==> src/rtl/tick_generator.sv <==
// Multi-channel programmable tick generator: per-channel period tick, mid-period tick
// and square wave, with divisor updates committed only at period boundaries.
module tick_generator #(
    parameter int N_CH        = 4,
    parameter int CNT_W       = 27,
    parameter int DEFAULT_DIV = 100_000_000,
    localparam int CH_W       = (N_CH > 1) ? $clog2(N_CH) : 1
) (
    input  logic             clk,
    input  logic             rst_n,
    input  logic [N_CH-1:0]  en,
    input  logic             sync,
    input  logic             cfg_valid,
    output logic             cfg_ready,
    input  logic [CH_W-1:0]  cfg_ch,
    input  logic [CNT_W-1:0] cfg_div,
    output logic [N_CH-1:0]  tick,
    output logic [N_CH-1:0]  half,
    output logic [N_CH-1:0]  sq
);

    localparam logic [CNT_W-1:0] DEF_DIV = CNT_W'(DEFAULT_DIV);
    localparam logic [CNT_W-1:0] MIN_DIV = CNT_W'(2);

    logic             pend_valid_reg;
    logic [CH_W-1:0]  pend_ch_reg;
    logic [CNT_W-1:0] pend_div_reg;
    logic             cfg_ready_reg;
    logic [N_CH-1:0]  commit_vec;
    logic             ch_ok;
    logic             accept;

    assign ch_ok     = ({1'b0, cfg_ch} < (CH_W + 1)'(N_CH));
    assign accept    = cfg_valid && cfg_ready_reg && ch_ok;
    assign cfg_ready = cfg_ready_reg;

    // Ready stays low for one extra cycle after the commit edge, so it is a
    // pure register and never a path from the channel state.
    always_ff @(posedge clk or negedge rst_n) begin
        if (!rst_n) begin
            pend_valid_reg <= 1'b0;
            pend_ch_reg    <= '0;
            pend_div_reg   <= DEF_DIV;
            cfg_ready_reg  <= 1'b1;
        end else begin
            cfg_ready_reg <= !pend_valid_reg && !accept;
            if (accept) begin
                pend_valid_reg <= 1'b1;
                pend_ch_reg    <= cfg_ch;
                pend_div_reg   <= (cfg_div < MIN_DIV) ? MIN_DIV : cfg_div;
            end else if (|commit_vec) begin
                pend_valid_reg <= 1'b0;
            end
        end
    end

    for (genvar gi = 0; gi < N_CH; gi++) begin : g_ch
        logic [CNT_W-1:0] cnt_reg;
        logic [CNT_W-1:0] div_reg;
        logic             tick_reg;
        logic             half_reg;
        logic             sq_reg;
        logic [CNT_W-1:0] half_div;
        logic [CNT_W-1:0] cnt_next;
        logic             wrap;
        logic             mid;

        assign half_div = div_reg >> 1;
        assign wrap     = (cnt_reg == div_reg - CNT_W'(1));
        assign mid      = (cnt_reg == half_div - CNT_W'(1));
        assign cnt_next = wrap ? '0 : cnt_reg + CNT_W'(1);

        // Commit only at a period boundary: wrap, disable or sync.
        assign commit_vec[gi] = pend_valid_reg && (pend_ch_reg == CH_W'(gi)) &&
                                (!en[gi] || sync || wrap);

        always_ff @(posedge clk or negedge rst_n) begin
            if (!rst_n) begin
                cnt_reg  <= '0;
                div_reg  <= DEF_DIV;
                tick_reg <= 1'b0;
                half_reg <= 1'b0;
                sq_reg   <= 1'b0;
            end else begin
                if (commit_vec[gi]) begin
                    div_reg <= pend_div_reg;
                end
                if (!en[gi] || sync) begin
                    cnt_reg  <= '0;
                    tick_reg <= 1'b0;
                    half_reg <= 1'b0;
                    sq_reg   <= 1'b0;
                end else begin
                    cnt_reg  <= cnt_next;
                    tick_reg <= wrap;
                    half_reg <= mid;
                    sq_reg   <= (cnt_next >= half_div);
                end
            end
        end

        assign tick[gi] = tick_reg;
        assign half[gi] = half_reg;
        assign sq[gi]   = sq_reg;
    end

endmodule

==> config.mk <==
export PLATFORM = sky130hd
export DESIGN_NAME = tick_generator
export DESIGN_NICKNAME = d
export VERILOG_FILES = /design/src/rtl/tick_generator.sv
export SDC_FILE = /design/constraint.sdc
export NUM_CORES = 1
export LEC_CHECK = 0
export ABC_AREA = 1
export CAP_MARGIN = 20
export CORE_MARGIN = 3
export CORE_UTILIZATION = 55
export CTS_BUF_LIST = sky130_fd_sc_hd__clkbuf_4 sky130_fd_sc_hd__clkbuf_8 sky130_fd_sc_hd__clkbuf_16
export DETAILED_ROUTE_END_ITERATION = 16
export PLACE_DENSITY = 0.72
export SETUP_SLACK_MARGIN = 0.4
export SKIP_LAST_GASP = 1
export SYNTH_ARGS = -nofsm -noshare
export SYNTH_HDL_FRONTEND = slang
export SYNTH_SLANG_ARGS = --single-unit
==> constraint.sdc <==
create_clock -name clk -period 5.4 [get_ports clk]
set_clock_uncertainty 0.1 [all_clocks]
set_input_delay 1.08 -clock clk [delete_from_list [all_inputs] [get_ports clk]]
set_output_delay 1.08 -clock clk [all_outputs]
set_load 0.05 [all_outputs]
==> results.md <==
- Status: completed
- Post-DR wirelength/cell: 19.33 um
- Post-layout util: 0.6069
- GP Congestion: 1.012
- Via Count: 21,410
- Hold Fails Final Rpt: 0
- 1st-iter DRT viols: 2,069
- Initial core utilization: 0.5641
- Setup WS pre-CTS: 0.7746 ns
- Fraction of layout cells with a size suffix above 1: 0.08996
- EDFF count, synth: 0
- Simple-gate share of the synthesized area: 0.3281
- Worst r2r src: g_ch[1].div_reg[0]$_DFFE_PN0P_
- DRC errors left: 0
- Clock Latency Late Sink: 0.60 ns
- First-pass GRT wire length: 114.0 mm
- Crit start category: register
- Critical path peak fanout: 14
- Placed cell area: 23,180 um2
- R2R Path End: g_ch[1].sq_reg$_DFF_PN0_
- Syn Nets: 3,415
- Most common cell after layout, fill and taps aside: nand2_1
- Least-Margin Pin Slew: 1.058 ns
- CP arrival: 5.05 ns
- Area of the multi-input gates: 13,870 um2
- Leakage power: 11.62 nW
- Overall die height: 209.0 um
- Post-Layout Cell Count: 3,771
- Setup repair after global routing missed its margin: false
- Top_reg_cell synth: dfrtp_1
- Die Wd: 209.0 um
- Synth async-reset ratio: 1.000
- GRT Util Overall: 0.3280
- Seq. cell area: 6558 um2
- MaxCap Viol Count: 0
- Fin crit share: 0.8596
- Worst r2r path cells: 27
- CTS Sinks: 259
- Crit path capture: g_ch[1].sq_reg$_DFF_PN0_
- CTS buffer count: 30
- Crit. End Element: register
- Core box area: 40,190 um2
- Antenna cells: 0
- Compound-Gate Fraction of Synth Area: 0.08604
- Peak supply drop: 0.3398 mV
- Routed Wire Length: 72.90 mm
- Top Metal Used: met5
- IO Port Bufs: 49
- Root Buffer: clkbuf_16
- Avg Cell Area, Syn: 6.950 um2
- Synth area leader: dfrtp_1
- Placed wire-length estimate: 58.62 mm
- DIE AREA: 43,690 um2
- Router iterations before antenna repair: 6
- Largest net degree at the start of global routing: 111
- Distinct cell type count after synthesis: 62
- Initial antenna violation count: 3
- Synth top area share: 0.2185
- Number of fill cells: 3,756
- Ports: 50
- Final nets: 3,375
- Power Density: 494.5 nW/um2
- CTS tree: built
- Setup TNS: 0 ns
- Main combinational cell family by area after synthesis: simple AND/OR/NAND/NOR gates
- Dpl cells: 3,710
- H-tree Lvls: 1
- Setup violators final: 0
- Synthesis-stage register bit count: 259
- ANT nets after route: 0
- Xor and xnor area share after synthesis: 0.1322
- R2r setup slk: 0.76 ns
- Total global routing overflow: 0
- Synthesized cell area: 22,670 um2
- Kind of critical path: register to register
- Synth top area cells: dfrtp_1, nand2_1, xor2_1
- Vias/cell: 5.677
- Most frequent cells in the layout: nand2_1, nor2_1, inv_1, xor2_1, dfrtp_1
- Fmax: 215.4 MHz
- Final Cell Area: 24,390 um2
- Final worst slack: 0.7584 ns
- Hold Path Class: register to register
- CP required: 5.80 ns
- Met3 wire length: 5.892 mm
- Fin. max-slew vios: 0
- Slew headroom: 0.2928
- Clock slew seen by the registers of the worst setup and hold paths: 0.06 ns
- Ys Warns: 0
- Layout area overhead: 7.583%
- Met2 Routed Length: 32.42 mm
- Met1 wire length: 31.69 mm
- Vias in the first global route: 20,290
- Seq/Total Area, Yosys: 0.2892
- Post-layout min period: 4.642 ns
- Origin of the worst setup path: g_ch[1].div_reg[0]$_DFFE_PN0P_
- Post-Synth Adder-Cell Area: 0.06402
- Max Buffers Root-to-Sink: 3
- Gate Count Post-Synth: 3,262
- Post-synthesis mux area share: 0
- FP Rows: 73
-- area by class of cell --
| cell class | instances | share of cell area |
|---|---|---|
| Multi-Input combinational cell | 2462 | 0.5686 |
| Sequential cell | 259 | 0.2689 |
| Inverter | 405 | 0.06248 |
| Clock buffer | 34 | 0.03350 |
| Tap cell | 525 | 0.02693 |
| Timing Repair Buffer | 63 | 0.02565 |
| Clock inverter | 22 | 0.01380 |
| Timing Repair inverter | 1 | 0.0002052 |
-- where the power goes --
group          internal [W]  total [W]  switching [W]
logic               0.00208    0.00622        0.00415
registers           0.00256    0.00347       0.000901
clock network       0.00147    0.00237       0.000900
-- critical path: stages, from the launching register on --
cell and delay, ns:
dfrtp_1 0.48, inv_1 0.26, ha_1 0.29, nand2_2 0.14
nor2_4 0.24, nand2_2 0.11, nor2_2 0.19, xor2_1 0.20
inv_1 0.06, nand2_1 0.08, nand2_1 0.07, nor2_2 0.28
nand3_4 0.24, nand3_1 0.18, inv_1 0.06, ha_1 0.29
nand2_1 0.07, nor4_1 0.46, nand2_1 0.11, inv_1 0.07
nor2_1 0.04, o21ai_0 0.15, nand2_1 0.06, nand2_1 0.05
nand2_1 0.06, nand2_1 0.06, nand2_1 0.04, a21oi_1 0.11
-- metrics by stage --
stage | hold WS, ns | power, W
after floorplan | 0.2915 | 0.007871
after global placement | 0.3453 | 0.009478
after detailed placement | 0.3457 | 0.009544
after CTS | 0.3611 | 0.01197
after global routing | 0.3885 | 0.01296
final | 0.3798 | 0.01206
-- what timing repair did --
| item | in CTS | in global routing |
|---|---|---|
| endpoints found under the setup margin | 0 | 3 |
| hold endpoints to repair | 0 | 0 |
| gates resized for setup | 0 | 7 |
| hold buffers | 0 | 0 |
| setup buffers | 0 | 3 |
-- synthesized netlist by cell type (5+ instances only) --
library cell,number
a221oi_1,5
o22ai_1,8
dfstp_2,61
o21ai_0,89
nor2_1,478
inv_2,5
a21oi_1,62
o21ai_2,46
o211ai_1,6
nor4_1,30
nand2_2,12
dfrtp_1,198
nor2_2,46
buf_4,15
o21ai_1,66
clkbuf_1,67
xor2_1,230
nand3_1,179
nand3b_1,10
a211oi_1,7
nand4_1,78
xnor3_1,6
clkbuf_2,5
nor2_4,15
nor3_1,58
nand2_1,748
buf_6,19
xnor2_1,94
inv_1,396
o21a_1,7
buf_2,29
nand2_4,6
ha_1,116
or2_2,10
-- logic make-up (layout without fill, tap and decap cells) --
logic type / Yosys count / in the layout
AND/OR/NAND/NOR: 1693 / 1694
buffers and inverters: 542 / 525
XOR/XNOR: 331 / 331
AO/OA/AOI/OAI: 321 / 321
flip-flops: 259 / 259
adder cells (fa/ha/maj): 116 / 116
-- layer usage --
layer	global-route usage	up-vias
met5	0	-
met4	0.1074	6
met3	0.04789	178
met2	0.5235	888
met1	0.4597	10010
li1	-	10320
-- worst min-delay path by stage --
| stage | from | to | depth (start not counted) |
|---|---|---|---|
| after floorplan | pend_valid_reg$_DFFE_PN0P_ | cfg_ready$_DFF_PN1_ | 1 |
| after global placement | pend_valid_reg$_DFFE_PN0P_ | cfg_ready$_DFF_PN1_ | 1 |
| after detailed placement | pend_valid_reg$_DFFE_PN0P_ | cfg_ready$_DFF_PN1_ | 1 |
| after CTS | pend_valid_reg$_DFFE_PN0P_ | cfg_ready$_DFF_PN1_ | 1 |
| after global routing | pend_valid_reg$_DFFE_PN0P_ | cfg_ready$_DFF_PN1_ | 1 |
| final | pend_div_reg[22]$_DFFE_PN1P_ | g_ch[0].div_reg[22]$_DFFE_PN1P_ | 2 |
Power figures use the tool's default switching activity.
